**config.mk**
```make
export PLATFORM = sky130hd
export DESIGN_NAME = ads131_spi_responder
export DESIGN_NICKNAME = d
export VERILOG_FILES = /design/src/rtl/ads131_spi_responder.sv
export SDC_FILE = /design/constraint.sdc
export NUM_CORES = 1
export LEC_CHECK = 0
export CAP_MARGIN = 20
export CORE_MARGIN = 1
export CORE_UTILIZATION = 38
export DETAILED_ROUTE_END_ITERATION = 6
export PLACE_DENSITY_LB_ADDON = 0.12
export SLEW_MARGIN = 20
export SYNTH_ARGS = -nofsm -noshare
export SYNTH_HDL_FRONTEND = slang
export SYNTH_SLANG_ARGS = --single-unit
```
**constraint.sdc**
```tcl
create_clock -name system_clock -period 6.88 [get_ports system_clock]
set_input_delay 1.032 -clock system_clock [delete_from_list [all_inputs] [get_ports system_clock]]
set_output_delay 1.032 -clock system_clock [all_outputs]
set_load 0.01 [all_outputs]
```
**src/rtl/ads131_spi_responder.sv**
```systemverilog
// SPI slave (CPOL=0, CPHA=1) emulating the ADS131A0x command/response port:
// oversampled SPI front end, frame FSM, command decoder, 32x8 register file and DRDY timer.
module ads131_spi_responder #(
  parameter int          FRAME_BITS  = 32,
  parameter logic [15:0] READY_WORD  = 16'hFF04,
  parameter int          DRDY_PERIOD = 4000,
  parameter int          SYNC_STAGES = 2
) (
  input  logic        system_clock,
  input  logic        reset,
  input  logic        spi_sclk,
  input  logic        spi_cs,
  input  logic        spi_mosi,
  output logic        spi_miso,
  output logic        spi_drdy,
  output logic [7:0]  frame_count,
  output logic [15:0] last_command,
  output logic        unlocked,
  output logic        awake
);

  localparam int                    CNT_W       = $clog2(FRAME_BITS + 1);
  localparam int                    DRDY_W      = $clog2(DRDY_PERIOD + 1);
  localparam logic [CNT_W-1:0]      FULL_CNT    = CNT_W'(FRAME_BITS);
  localparam logic [CNT_W-1:0]      CMD_BITS    = CNT_W'(16);
  localparam logic [DRDY_W-1:0]     DRDY_LAST   = DRDY_W'(DRDY_PERIOD - 1);
  localparam logic [FRAME_BITS-1:0] READY_FRAME = FRAME_BITS'({READY_WORD, 16'h0}) << (FRAME_BITS - 32);

  typedef enum logic [1:0] {S_IDLE, S_SHIFT, S_DECODE} state_t;
  typedef enum logic [2:0] {OP_NULL, OP_UNLOCK, OP_LOCK, OP_WAKE, OP_STBY, OP_RST, OP_WREG, OP_RREG} op_t;

  logic [SYNC_STAGES-1:0] r_sclk_sync, r_cs_sync, r_mosi_sync;
  logic                   r_sclk_d, r_cs_d;
  logic                   w_sclk_rise, w_sclk_fall, w_cs_rise, w_cs_fall, w_mosi;

  state_t                 r_state, w_state_nxt;
  logic                   w_load, w_decode;
  logic                   r_cs_fall_held;
  logic [CNT_W-1:0]       r_bit_cnt, w_bit_cnt_nxt;
  logic [FRAME_BITS-1:0]  r_tx_shift, r_pending, w_resp_frame;
  logic [15:0]            r_rx_cmd;
  logic [7:0]             r_regfile [32];

  op_t                    w_op;
  logic [31:0]            w_resp32, w_null32;
  logic [4:0]             w_addr;

  logic [15:0]            r_sample_cnt;
  logic [DRDY_W-1:0]      r_drdy_cnt;
  logic                   r_drdy_repulse;

  // Synchronizer stage: edges come from the last two synchronized samples
  always_ff @(posedge system_clock) begin
    if (reset) begin
      r_sclk_sync <= '0;
      r_cs_sync   <= '1;
      r_mosi_sync <= '0;
      r_sclk_d    <= 1'b0;
      r_cs_d      <= 1'b1;
    end else begin
      r_sclk_sync <= {r_sclk_sync[SYNC_STAGES-2:0], spi_sclk};
      r_cs_sync   <= {r_cs_sync[SYNC_STAGES-2:0], spi_cs};
      r_mosi_sync <= {r_mosi_sync[SYNC_STAGES-2:0], spi_mosi};
      r_sclk_d    <= r_sclk_sync[SYNC_STAGES-1];
      r_cs_d      <= r_cs_sync[SYNC_STAGES-1];
    end
  end

  assign w_sclk_rise = r_sclk_sync[SYNC_STAGES-1] & ~r_sclk_d;
  assign w_sclk_fall = ~r_sclk_sync[SYNC_STAGES-1] & r_sclk_d;
  assign w_cs_rise   = r_cs_sync[SYNC_STAGES-1] & ~r_cs_d;
  assign w_cs_fall   = ~r_cs_sync[SYNC_STAGES-1] & r_cs_d;
  assign w_mosi      = r_mosi_sync[SYNC_STAGES-1];

  // Bit count is advanced before the cs-rise test so a same-cycle last fall still completes the frame
  always_comb begin
    w_state_nxt   = r_state;
    w_load        = 1'b0;
    w_decode      = 1'b0;
    w_bit_cnt_nxt = r_bit_cnt;
    if (w_sclk_fall && (r_bit_cnt != FULL_CNT)) w_bit_cnt_nxt = r_bit_cnt + 1'b1;
    case (r_state)
      S_IDLE: begin
        if (w_cs_fall || r_cs_fall_held) begin
          w_state_nxt = S_SHIFT;
          w_load      = 1'b1;
        end
      end
      S_SHIFT: begin
        if (w_cs_rise) w_state_nxt = (w_bit_cnt_nxt == FULL_CNT) ? S_DECODE : S_IDLE;
      end
      S_DECODE: begin
        w_state_nxt = S_IDLE;
        w_decode    = 1'b1;
      end
      default: w_state_nxt = S_IDLE;
    endcase
  end

  always_ff @(posedge system_clock) begin
    if (reset) begin
      r_state        <= S_IDLE;
      r_cs_fall_held <= 1'b0;
    end else begin
      r_state <= w_state_nxt;
      if (r_state == S_DECODE && w_cs_fall) r_cs_fall_held <= 1'b1;
      else if (w_load)                      r_cs_fall_held <= 1'b0;
    end
  end

  // Shift stage: MISO always shows the MSB of a left-shifting copy, so it reads 0 past the frame
  always_ff @(posedge system_clock) begin
    if (reset) begin
      r_bit_cnt <= '0;
      spi_miso  <= 1'b0;
    end else if (w_load) begin
      r_bit_cnt <= '0;
      spi_miso  <= 1'b0;
    end else if (r_state == S_SHIFT) begin
      if (w_sclk_rise) spi_miso <= r_tx_shift[FRAME_BITS-1];
      r_bit_cnt <= w_bit_cnt_nxt;
    end
  end

  always_ff @(posedge system_clock) begin
    if (w_load) begin
      r_tx_shift <= r_pending;
    end else if (r_state == S_SHIFT && w_sclk_fall) begin
      r_tx_shift <= r_tx_shift << 1;
      if (r_bit_cnt < CMD_BITS) r_rx_cmd <= {r_rx_cmd[14:0], w_mosi};
    end
  end

  assign w_addr = r_rx_cmd[12:8];

  always_comb begin
    w_null32 = awake ? {16'h2200, r_sample_cnt} : {READY_WORD, 16'h0};
    w_op     = OP_NULL;
    w_resp32 = w_null32;
    if (r_rx_cmd == 16'h0655) begin
      w_op     = OP_UNLOCK;
      w_resp32 = {r_rx_cmd, 16'h0};
    end else if (r_rx_cmd == 16'h0555) begin
      w_op     = OP_LOCK;
      w_resp32 = {r_rx_cmd, 16'h0};
    end else if (r_rx_cmd == 16'h0033) begin
      w_op     = OP_WAKE;
      w_resp32 = {r_rx_cmd, 16'h0};
    end else if (r_rx_cmd == 16'h0022) begin
      w_op     = OP_STBY;
      w_resp32 = {r_rx_cmd, 16'h0};
    end else if (r_rx_cmd == 16'h0011) begin
      w_op     = OP_RST;
      w_resp32 = {READY_WORD, 16'h0};
    end else if (r_rx_cmd[15:13] == 3'b010) begin
      if (unlocked) begin
        w_op     = OP_WREG;
        w_resp32 = {3'b001, r_rx_cmd[12:0], 16'h0};
      end
    end else if (r_rx_cmd[15:13] == 3'b001) begin
      w_op     = OP_RREG;
      w_resp32 = {3'b001, w_addr, r_regfile[w_addr], 16'h0};
    end
  end

  assign w_resp_frame = FRAME_BITS'(w_resp32) << (FRAME_BITS - 32);

  // Decode stage: commit the command and stage the response for the next frame
  always_ff @(posedge system_clock) begin
    if (reset) begin
      r_pending    <= READY_FRAME;
      frame_count  <= '0;
      last_command <= '0;
      unlocked     <= 1'b0;
      awake        <= 1'b0;
      for (int i = 0; i < 32; i++) r_regfile[i] <= '0;
    end else if (w_decode) begin
      r_pending    <= w_resp_frame;
      last_command <= r_rx_cmd;
      frame_count  <= frame_count + 1'b1;
      case (w_op)
        OP_UNLOCK: unlocked <= 1'b1;
        OP_LOCK:   unlocked <= 1'b0;
        OP_WAKE:   awake    <= 1'b1;
        OP_STBY:   awake    <= 1'b0;
        OP_RST: begin
          unlocked <= 1'b0;
          awake    <= 1'b0;
          for (int i = 0; i < 32; i++) r_regfile[i] <= '0;
        end
        OP_WREG:   r_regfile[w_addr] <= r_rx_cmd[7:0];
        default:   ;
      endcase
    end
  end

  // A terminal count while DRDY is still low yields a one-cycle high pulse before it drops again
  always_ff @(posedge system_clock) begin
    if (reset) begin
      r_drdy_cnt     <= '0;
      spi_drdy       <= 1'b1;
      r_sample_cnt   <= '0;
      r_drdy_repulse <= 1'b0;
    end else if (w_decode && w_op == OP_RST) begin
      r_drdy_cnt     <= '0;
      spi_drdy       <= 1'b1;
      r_sample_cnt   <= '0;
      r_drdy_repulse <= 1'b0;
    end else if (w_decode && w_op == OP_WAKE) begin
      r_drdy_cnt     <= '0;
      r_drdy_repulse <= 1'b0;
    end else if (!awake || (w_decode && w_op == OP_STBY)) begin
      r_drdy_cnt     <= '0;
      spi_drdy       <= 1'b1;
      r_drdy_repulse <= 1'b0;
    end else if (r_drdy_cnt == DRDY_LAST) begin
      r_drdy_cnt     <= '0;
      r_sample_cnt   <= r_sample_cnt + 1'b1;
      spi_drdy       <= ~spi_drdy;
      r_drdy_repulse <= ~spi_drdy;
    end else begin
      r_drdy_cnt <= r_drdy_cnt + 1'b1;
      if (r_drdy_repulse) begin
        spi_drdy       <= 1'b0;
        r_drdy_repulse <= 1'b0;
      end else if (w_cs_fall) begin
        spi_drdy <= 1'b1;
      end
    end
  end

endmodule

```
==> metrics.md, run 1 <==
| Metric | Value |
|---|---|
| Layout area overhead | 13.2% |
| H-tree lvl count | 2 |
| Pre-antenna DRT Iters | 4 |
| Ranking of synthesized cells by area | sky130_fd_sc_hd__edfxtp_1, sky130_fd_sc_hd__dfxtp_1, sky130_fd_sc_hd__and2_1 |
| Detailed Place HPWL | about 30000 um |
| # DRC | 0 |
| Core region area | 0.0477 mm^2 |
| Final Skew | 0.0152 ns |
| Leakage | approximately 7 nW |
| Post-Synth Simple-Gate Area | 0.171 |
| Shortest clock period the worst path allows after layout | ~3.7 ns |
| XOR/XNOR Fraction of Synth Area | 0.0100 |
| CP max FO | 16 |
| R2R Path End | r_regfile[23][3] |
| Largest net degree at the start of global routing | between 50 and 60 |
| Synthesized cell area | between 0.015 and 0.02 mm^2 |
| Per-instance average area after synthesis | around 13 um^2 |
| Worst min-delay path category | reg2reg |
| Endpoint kind of the worst setup timing path | flop |
| Worst path max stage delay | roughly 1.2 ns |
| Required time worst endpoint | 7.06 ns |
| Unrepaired setup endpoints after global routing | no |
| CP max stage cell | sky130_fd_sc_hd__o21ai_0 |
| Async set or reset register ratio after synthesis | 0 |
| Net Count, Synth | between 1k and 1.5k |
| Min setup slack post-route | 3.14 ns |
| Final global-route overflow total | 0 |
| Area taken by flip-flops and latches | between 0.01 and 0.015 mm^2 |
| Worst Setup Path Type | in2reg |
| Clock transition at the register clock pins on the worst setup and hold paths after CTS | 0.06 ns |
| Worst slack, placed | between 2 and 3 ns |
| Worst slew slack as a fraction of its limit | 0.261 |
| Fmax | 267 MHz |
| Ratio of routed vias to standard cells | roughly 5.4 |
| Result of the run | finished, final reports clean |
| Weighted congestion at the end of routability-driven global placement | slightly below 0.8 |
| Top-Level Pins | 33 |
| Bufs on Longest Clock Path | 3 |
| Global routing usage summed across all routing layers | 0.195 |
| Quantity of hold-fixing buffers added after cts | 0 |
| Filler instances | about 4.4k |
| Clock tree from TritonCTS | yes |
| Worst-case vdd ir drop | between 0.15 and 0.2 mV |
| Multi-input combinational cell area | 0.00662 mm^2 |
| Number of warning messages in the yosys log | 0 |
| Hold path cells | 0 |
| Setup TNS Final | 0 ns |
| Number of instances resized during post-cts repair | 0 |
| Initial antenna violation count | 2 |
| CTS Buf Count | 46 |
| First-pass GRT wire length | 71500 um |
| CP cell instances | buf_2 -> nor2_1 -> and2_0 -> nand3_1 -> o21ai_0 |
| Number of flops mapped to enable cells by yosys | 304 |
| Data arrival time of the critical path | 3.93 ns |
| Violation count after the first detailed-route iteration | between 900 and 1k |
| Internal reg-to-reg setup slack | roughly 3.2 ns |
| Share of layout cells above drive strength 1 | 0.128 |
| Pwr Density | 258 mW/mm^2 |
| Postcts setup bufs | 0 |
| Clk_lat worst skew | ~0.57 ns |
| Vias in the first global route | roughly 11k |
| Syn Inst Count | around 1.4k |
| Count of cells along the worst register-to-register path | 5 |
| Number of distinct library cells after synthesis | 71 |
| Sequential share of the synthesized area | 0.618 |
| Post-synth top area share | 0.497 |
| Final layout net count | around 1.5k |
| Average wire per standard cell | about 23 um |
| Startpoint of the tightest hold check path | r_mosi_sync[1] |
| Final Max Slew Viols | 0 |
| Initial core utilization | 0.385 |
| Worst setup SP type | input port |
| Maximum capacitance violations | 0 |
| Mux share of post-synthesis cell area | 0.0995 |
| Synthesized-area fraction occupied by ao, oa, aoi and oai cells | 0.0749 |
| Dominant synthesized flop cell | sky130_fd_sc_hd__edfxtp_1 |
| Total number of placement rows | 80 |
| Die Footprint | 0.0492 mm^2 |
| Total inserted antenna cells | 0 |
| Post-synthesis sequential element count | around 420 |
| Total number of clock tree sinks | roughly 420 |
| Final setup violating endpoints | 0 |
| Routed wire length | 47700 um |
| Reg2reg start | r_state[0] |
| Post-Synth Adder-Cell Area | 0.00340 |
| Least-Margin Pin Slew | ~1.1 ns |
| IO Port Bufs | 32 |
| Chip Height | around 220 um |
| Width of the die | between 200 and 250 um |
| Clk root buf | sky130_fd_sc_hd__clkbuf_16 |
| Capture endpoint of the worst hold path | r_rx_cmd[0] |
| Final period util | 0.544 |
| Routed Antenna Nets | 0 |
| Largest area contributor in the netlist | sky130_fd_sc_hd__edfxtp_1 |
| Dominant combinational cell family by area after synthesis | simple AND/OR/NAND/NOR gates |
| Routed vias | approximately 11k |
| Fin. Hold Viols | 0 |
-- flip-flops by register name, indices dropped and copies added (netlist names), named ones only --
| signal | cells |
|---|---|
| unlocked | 1 |
| spi_miso | 1 |
| r_state | 2 |
| r_cs_sync | 2 |
| awake | 1 |
| r_mosi_sync | 2 |
| r_sclk_d | 1 |
| r_drdy_cnt | 12 |
| r_rx_cmd | 16 |
| last_command | 16 |
| r_cs_d | 1 |
| r_bit_cnt | 6 |
| r_tx_shift | 32 |
| r_pending | 32 |
| r_sclk_sync | 2 |
| r_cs_fall_held | 1 |
| frame_count | 8 |
| spi_drdy | 1 |
| r_sample_cnt | 16 |
| r_drdy_repulse | 1 |
| r_regfile | 256 |
-- report_power, final --
group / switching, mW / leakage (nW) / internal (mW)
combinational: 0.0897 / 2.55 / 0.0564
clock: 0.983 / 0.713 / 1.44
sequential: 0.0395 / 3.77 / 2.77
-- area by class of cell --
type	count	area share
clock buffers	66	0.0635
well taps	615	0.0370
clock inverters	17	0.00746
repair buffers	53	0.0247
flip-flops and latches	415	0.546
inverters	17	0.00307
multi-input cells	913	0.318
-- critical path: cells and delay by family --
family,cells,cell delay [ns]
and+or+nand+nor,3,1.58
AOI/OAI and AO/OA,1,1.18
buffers and inverters,1,0.11
-- routing by layer --
| layer | global-route usage | share of wire | vias to the layer above |
|---|---|---|---|
| met3 | 0.0286 | 0.045 | 78 |
| met2 | 0.312 | 0.47 | 286 |
| met1 | 0.269 | 0.45 | 5611 |
| li1 | - | - | 5292 |
| met5 | 0 | 0 | - |
| met4 | 0.0724 | 0.029 | 0 |
-- layout by cell type (no fill, tap or decap), drive strengths merged, types with 7 or more instances in the layout --
| master | Yosys | final |
|---|---|---|
| xor2 | 9 | 9 |
| o22ai | 7 | 7 |
| clkdlybuf4s50 | 0 | 31 |
| o21ai | 56 | 56 |
| dfxtp | 111 | 111 |
| a22oi | 17 | 17 |
| a21oi | 50 | 50 |
| nor3 | 9 | 9 |
| or3 | 19 | 19 |
| inv | 17 | 17 |
| nand3 | 22 | 22 |
| nor2b | 19 | 19 |
| mux2i | 42 | 42 |
| edfxtp | 304 | 304 |
| nand2b | 7 | 7 |
| mux2 | 31 | 31 |
| xnor2 | 12 | 12 |
| clkinv | 0 | 12 |
| a22o | 20 | 20 |
| nand2 | 78 | 78 |
| mux4 | 47 | 47 |
| nand4 | 13 | 13 |
| or2 | 7 | 7 |
| clkbuf | 69 | 66 |
| and2 | 262 | 262 |
| buf | 21 | 22 |
| and3 | 9 | 9 |
| nor2 | 87 | 87 |
-- worst max path at each step --
stage	slack, ns	to	cells after the start	startpoint
after floorplan	3.54	r_tx_shift[0]	2	r_state[1]
after global placement	2.66	r_regfile[31][0]	5	reset
after detailed placement	2.53	r_regfile[31][4]	5	reset
after CTS	3.13	r_regfile[31][2]	5	r_state[0]
after global routing	2.92	r_regfile[23][7]	5	r_state[0]
final	3.14	r_regfile[23][3]	5	reset
-- cells in the mapped netlist, types with 9 or more instances --
cell and instances:
sky130_fd_sc_hd__or3_1 19, sky130_fd_sc_hd__mux2i_1 42, sky130_fd_sc_hd__buf_2 11, sky130_fd_sc_hd__o21ai_1 11, sky130_fd_sc_hd__nand2_1 78, sky130_fd_sc_hd__a22oi_1 17
sky130_fd_sc_hd__edfxtp_1 304, sky130_fd_sc_hd__o21ai_0 45, sky130_fd_sc_hd__mux4_2 47, sky130_fd_sc_hd__nand4_1 13, sky130_fd_sc_hd__xor2_1 9, sky130_fd_sc_hd__inv_1 17
sky130_fd_sc_hd__a22o_1 20, sky130_fd_sc_hd__clkbuf_1 69, sky130_fd_sc_hd__nor2b_1 19, sky130_fd_sc_hd__dfxtp_1 111, sky130_fd_sc_hd__and3_1 9, sky130_fd_sc_hd__a21oi_1 48
sky130_fd_sc_hd__nand3_1 22, sky130_fd_sc_hd__and2_1 261, sky130_fd_sc_hd__mux2_2 31, sky130_fd_sc_hd__xnor2_1 12, sky130_fd_sc_hd__nor2_1 86
-- logic make-up (layout without fill, tap and decap cells) --
| logic type | Yosys count | count (layout) |
|---|---|---|
| buf+inv | 107 | 153 |
| simple gates | 561 | 561 |
| mux | 120 | 120 |
| compound gates | 206 | 206 |
| xor+xnor | 21 | 21 |
| flops | 415 | 415 |
| fa+ha+maj | 5 | 5 |
-- through the flow --
step                       util  power, mW  instance area [um^2]  std cells  hold slack (ns)
after detailed placement  0.404       3.00                 19300       2011            0.394
final                     0.436       5.37                 20800       2096            0.410
after CTS                 0.435       5.43                 20700       2094            0.409
after floorplan               -       2.93                 18400       1435            0.386
after global placement    0.404       3.00                 19300       2011            0.391
after global routing      0.436       5.54                 20800       2096            0.423
Power figures use the tool's default switching activity.
==> run 2: changes to the inputs <==
==> constraint.sdc (replaced) <==
create_clock -name system_clock -period 3.1 [get_ports system_clock]
set_input_delay 0.465 -clock system_clock [delete_from_list [all_inputs] [get_ports system_clock]]
set_output_delay 0.465 -clock system_clock [all_outputs]
set_load 0.01 [all_outputs]
==> run 2 against run 1 <==
  * Sequential share of layout area shrank 0.79 points
  * Via count grew 0.43%
  * Non-clock buffer count grew 33
  * Total power grew 120%
  * Clock power grew 130%
  * Critical endpoint is now r_regfile[3][1]
  * Highest routed layer unchanged
==> metrics.md, run 2 (synthesized netlist as in run 1, its figures left out) <==
| Metric | Value |
|---|---|
| Result of the run | finished, final reports clean |
| Maximum capacitance violations | 0 |
| Met2 WL post-DR | 21700 um |
| Final-layout worst hold slack | 0.413 ns |
| Post-route insts no fill | 2130 |
| Setup TNS Final | 0 ns |
| Pre-antenna DRT Iters | 5 |
| Routed Antenna Nets | 0 |
| Clk_lat worst skew | 0.58 ns |
| Chip Height | approximately 220 um |
| Routed vias | roughly 11k |
| Initial antenna violation count | 0 |
| Width of the die | about 220 um |
| # DRC | 0 |
| Fmax | ~340 MHz |
| Die Footprint | between 0.04 and 0.05 mm^2 |
| Worst Setup Path Type | reg2reg |
| Clk root buf | sky130_fd_sc_hd__clkbuf_16 |
| Fin. Hold Viols | 0 |
| Total number of placement rows | 80 |
| Hold path cells | 1 |
| Core region area | around 0.048 mm^2 |
| Worst slew slack as a fraction of its limit | 0.259 |
| Placed Instance Area | 0.0196 mm^2 |
| CTS Buf Count | between 40 and 50 |
| Unrepaired setup endpoints after global routing | no |
| Largest net degree at the start of global routing | 50 |
| Endpoint kind of the worst setup timing path | flop |
| Leakage | 7.24 nW |
| Required time worst endpoint | between 3 and 4 ns |
| Final Max Slew Viols | 0 |
| Min setup slack post-route | between 0.15 and 0.2 ns |
| Shortest clock period the worst path allows after layout | a little under 3 ns |
| Detailed Place HPWL | 30800 um |
| Layout area overhead | 14.9% |
| Routed wire length | roughly 47000 um |
| IO Port Bufs | 32 |
| Ratio of routed vias to standard cells | ~5.3 |
| Final Skew | 0.0180 ns |
| Average wire per standard cell | around 22 um |
| Final period util | 0.941 |
| Least-Margin Pin Slew | approximately 1.1 ns |
| Most frequent cells in the layout | sky130_fd_sc_hd__edfxtp_1, sky130_fd_sc_hd__and2_1, sky130_fd_sc_hd__dfxtp_1, sky130_fd_sc_hd__nor2_1, sky130_fd_sc_hd__nand2_1 |
| Worst-case vdd ir drop | roughly 0.31 mV |
| Number of instances resized during post-cts repair | 0 |
| Violation count after the first detailed-route iteration | 860 |
| Final layout net count | around 1.5k |
| Topmost layer with routed signal wires | met4 |
| Worst min-delay path category | reg2reg |
| Clock transition at the register clock pins on the worst setup and hold paths after CTS | around 0.06 ns |
| Top flop regs | r_regfile: 256 flops, r_pending: 32 flops, r_tx_shift: 32 flops |
| Final setup violating endpoints | 0 |
| Metal1 wirelength | about 22000 um |
| First-pass GRT wire length | between 70000 and 80000 um |
| Total number of clock tree sinks | a little over 400 |
| Total inserted antenna cells | 0 |
| H-tree lvl count | 2 |
| Final global-route overflow total | 0 |
| Final Total Pwr | about 12 mW |
| Vias in the first global route | 11.3k |
| Global routing usage summed across all routing layers | 0.196 |
| Register with the highest flop count | r_regfile |
| Quantity of hold-fixing buffers added after cts | 0 |
| Worst slack, placed | ~0.18 ns |
| Count of cells along the worst register-to-register path | 5 |
| Bufs on Longest Clock Path | 3 |
| Weighted congestion at the end of routability-driven global placement | 0.839 |
| Top-Level Pins | 33 |
| Worst setup SP type | flop |
| Clock tree from TritonCTS | yes |
| CP max FO | 16 |
| Total met3 wirelength after detailed routing | 2240 um |
| Data arrival time of the critical path | 3.12 ns |
| Placed instance count | a little over 2k |
| Postcts setup bufs | 0 |
| Post-layout instance area | ~0.021 mm^2 |
| Pwr Density | 570 mW/mm^2 |
| Flip-flop count of the largest register, all copies and words added | between 200 and 300 |
| Share of layout cells above drive strength 1 | 0.152 |
| Initial core utilization | 0.385 |
| Most common cell after layout, fill and taps aside | sky130_fd_sc_hd__edfxtp_1 |
| Share of the core filled with cells | 0.442 |
## run 2: cell count changes in the layout (fill, tap and decap cells not counted), sizes merged
| cell | previous run | this run |
|---|---|---|
| bufinv | 3 | 5 |
| clkinv | 12 | 19 |
| clkinvlp | 2 | 0 |
| buf | 22 | 54 |
| inv | 17 | 19 |
| clkbuf | 66 | 59 |
## run 2: cell type report
type,count,area (um^2)
tap,615,769
fill,4329,26600
sequential,415,11400
clock inverter,26,254
inverter,17,63.8
timing repair buffer,86,793
multi-input combinational,913,6620
clock buffer,58,1250
## run 2: critical path, cell delays in order, from the launching register on
cell and delay (ns):
sky130_fd_sc_hd__edfxtp_1 0.50, sky130_fd_sc_hd__and4bb_2 0.41, sky130_fd_sc_hd__and2_0 0.35, sky130_fd_sc_hd__nand3_1 0.19, sky130_fd_sc_hd__buf_12 0.21, sky130_fd_sc_hd__o21ai_0 0.87
## run 2: final timing paths
check                                   from              end  slack (ns)
worst max-delay path            r_rx_cmd[13]  r_regfile[3][1]        0.18
worst min-delay path            r_cs_sync[0]     r_cs_sync[1]        0.41
worst max register to register  r_rx_cmd[13]  r_regfile[3][1]        0.18
worst min register to register  r_cs_sync[0]     r_cs_sync[1]        0.41
## run 2: per-layer routing
metal	up-vias	GRT usage
li1	5357	-
met2	252	0.306
met1	5635	0.277
met5	-	0
met4	0	0.0621
met3	72	0.0346
## run 2: power breakdown
group          switching, mW  internal (mW)  leakage (nW)
combinational          0.198          0.129          2.73
clock                   2.22           3.26         0.746
sequential            0.0864           6.14          3.77
total                   2.50           9.53          7.24
==> run 3: changes to the inputs <==
--- a/config.mk
+++ b/config.mk
@@ -5,9 +5,10 @@
 export SDC_FILE = /design/constraint.sdc
 export NUM_CORES = 1
 export LEC_CHECK = 0
-export CAP_MARGIN = 20
+export CAP_MARGIN = 0
 export CORE_MARGIN = 1
 export CORE_UTILIZATION = 38
+export CTS_CLUSTER_DIAMETER = 50
 export DETAILED_ROUTE_END_ITERATION = 6
 export PLACE_DENSITY_LB_ADDON = 0.12
 export SLEW_MARGIN = 20
==> run 3 against run 2 <==
  * Wire length decreased by 0.36%
  * Critical path depth unchanged
  * Highest routed layer unchanged
  * Sequential power about the same
  * Largest power group unchanged
==> metrics.md, run 3 (synthesized netlist as in run 1, its figures left out) <==
| Metric | Value |
|---|---|
| Result of the run | finished, final reports clean |
| Worst Setup Path Type | reg2reg |
| Violation count after the first detailed-route iteration | between 800 and 900 |
| Met2 GRT Util | 0.300 |
| Total number of clock tree sinks | between 400 and 500 |
| Reg2reg start | r_rx_cmd[13] |
| Post-route insts no fill | 2136 |
| Internal power | 9.81 mW |
| Clk root buf | sky130_fd_sc_hd__clkbuf_16 |
| Top flop regs | r_regfile: 256 flops, r_pending: 32 flops, r_tx_shift: 32 flops |
| Start point of the critical path | r_rx_cmd[13] |
| Filler instances | about 4.3k |
| Final period util | 0.939 |
| # DRC | 0 |
| Pre-antenna DRT Iters | 5 |
| Initial antenna violation count | 0 |
| Unrepaired setup endpoints after global routing | no |
| Flip-flop count of the largest register, all copies and words added | ~260 |
| Worst min-delay path category | reg2reg |
| Placed Instance Area | 0.0196 mm^2 |
| Required time worst endpoint | 3.31 ns |
| Width of the die | approximately 220 um |
| Most frequent cells in the layout | sky130_fd_sc_hd__edfxtp_1, sky130_fd_sc_hd__and2_1, sky130_fd_sc_hd__dfxtp_1, sky130_fd_sc_hd__nor2_1, sky130_fd_sc_hd__nand2_1 |
| Setup TNS Final | 0 ns |
| Startpoint of the tightest hold check path | r_cs_sync[0] |
| Worst setup SP type | flop |
| Register with the highest flop count | r_regfile |
| Post-layout instance area | between 0.02 and 0.025 mm^2 |
| Global routing usage summed across all routing layers | 0.196 |
| IO Port Bufs | 32 |
| Top-Level Pins | 33 |
| Core region area | 0.0477 mm^2 |
| Fmax | between 300 and 400 MHz |
| Postcts setup bufs | 0 |
| Detailed Place HPWL | slightly above 30000 um |
| Vias in the first global route | approximately 11k |
| Pwr Density | ~600 mW/mm^2 |
| CTS Buf Count | between 40 and 50 |
| Combinational power share | 0.026 |
| Fraction of power spent switching nets | 0.210 |
| Clock tree from TritonCTS | yes |
| Initial core utilization | 0.385 |
| Clock transition at the register clock pins on the worst setup and hold paths after CTS | about 0.060 ns |
| Final global-route overflow total | 0 |
| Most common cell after layout, fill and taps aside | sky130_fd_sc_hd__edfxtp_1 |
| Worst-case vdd ir drop | between 0.3 and 0.4 mV |
| First-pass GRT wire length | roughly 72000 um |
| Clk_lat worst skew | between 0.5 and 0.6 ns |
| Final setup violating endpoints | 0 |
| Final layout net count | about 1.5k |
| Total number of placement rows | 80 |
| Die Footprint | around 0.049 mm^2 |
| Bufs on Longest Clock Path | 3 |
| Grt peak-use layer | met2 |
| Share of layout cells above drive strength 1 | 0.159 |
| Shortest clock period the worst path allows after layout | a little under 3 ns |
| Worst slew slack as a fraction of its limit | 0.258 |
| Routed wire length | between 40000 and 50000 um |
| Met1 Usage GRT | 0.278 |
| Fin. Hold Viols | 0 |
| NetSw | ~2.6 mW |
| Data arrival time of the critical path | 3.12 ns |
| Share of power burned in the clock network | 0.473 |
| Maximum capacitance violations | 0 |
| Layout area overhead | 15.8% |
| Routed vias | 11.5k |
| Least-Margin Pin Slew | 1.10 ns |
| Chip Height | around 220 um |
| Endpoint kind of the worst setup timing path | flop |
| Flop pwr share | 0.501 |
| Placed instance count | 2045 |
| Average wire per standard cell | roughly 22 um |
| Ratio of routed vias to standard cells | about 5.4 |
| Final Max Slew Viols | 0 |
| CP max FO | 16 |
| Routed Antenna Nets | 0 |
| Final Skew | around 0.025 ns |
| Share of the core filled with cells | 0.445 |
| Leakage | between 7 and 8 nW |
| Weighted congestion at the end of routability-driven global placement | between 0.8 and 0.9 |
| Quantity of hold-fixing buffers added after cts | 0 |
| Number of instances resized during post-cts repair | 0 |
| H-tree lvl count | 2 |
| Total inserted antenna cells | 0 |
| Largest net degree at the start of global routing | 50 |
| Global Route met3 Usage | 0.0313 |
## run 3: power groups by stage
stage / Sequential, mW / Clock, mW / Combinational [mW]
2_1_floorplan: 6.28 / 0 / 0.222
3_3_place_gp: 6.34 / 0 / 0.325
3_5_place_dp: 6.34 / 0 / 0.329
4_1_cts: 6.23 / 6.01 / 0.330
5_1_grt: 6.24 / 6.22 / 0.355
6_report: 6.22 / 5.87 / 0.327
## run 3: worst max-delay path, stage by stage, from the launching register on
cell and delay (ns):
sky130_fd_sc_hd__edfxtp_1 0.50, sky130_fd_sc_hd__and4bb_2 0.42, sky130_fd_sc_hd__and2_0 0.36, sky130_fd_sc_hd__nand3_1 0.19, sky130_fd_sc_hd__buf_12 0.21, sky130_fd_sc_hd__o21ai_0 0.87
## run 3: routing by layer
layer | vias to the layer above | wire (um)
met5 | - | 0
met4 | 0 | 1650
met3 | 79 | 2310
met2 | 287 | 21300
met1 | 5710 | 21800
li1 | 5375 | -
## run 3: metrics by stage
stage,hold slack (ns),worst slack (ns),power [mW]
after floorplan,0.386,0.320,6.51
after global placement,0.413,0.285,6.67
after detailed placement,0.399,0.181,6.67
after CTS,0.413,0.164,12.6
after global routing,0.431,0.0448,12.8
final,0.413,0.190,12.4
## run 3: cell type report
class,instances,area [um^2],area share
repair buffers,85,788,0.0371
inverters,17,63.8,0.00300
well taps,615,769,0.0362
clock inverters,33,315,0.0148
flip-flops and latches,415,11400,0.534
multi-input cells,913,6620,0.311
clock buffers,58,1350,0.0636
## run 3: worst paths after layout
kind,slack (ns),endpoint,depth (start not counted)
setup / recovery,0.19,r_regfile[3][6],5
hold / removal,0.41,r_cs_sync[1],1
setup reg to reg,0.19,r_regfile[3][6],5
hold reg to reg,0.41,r_cs_sync[1],1
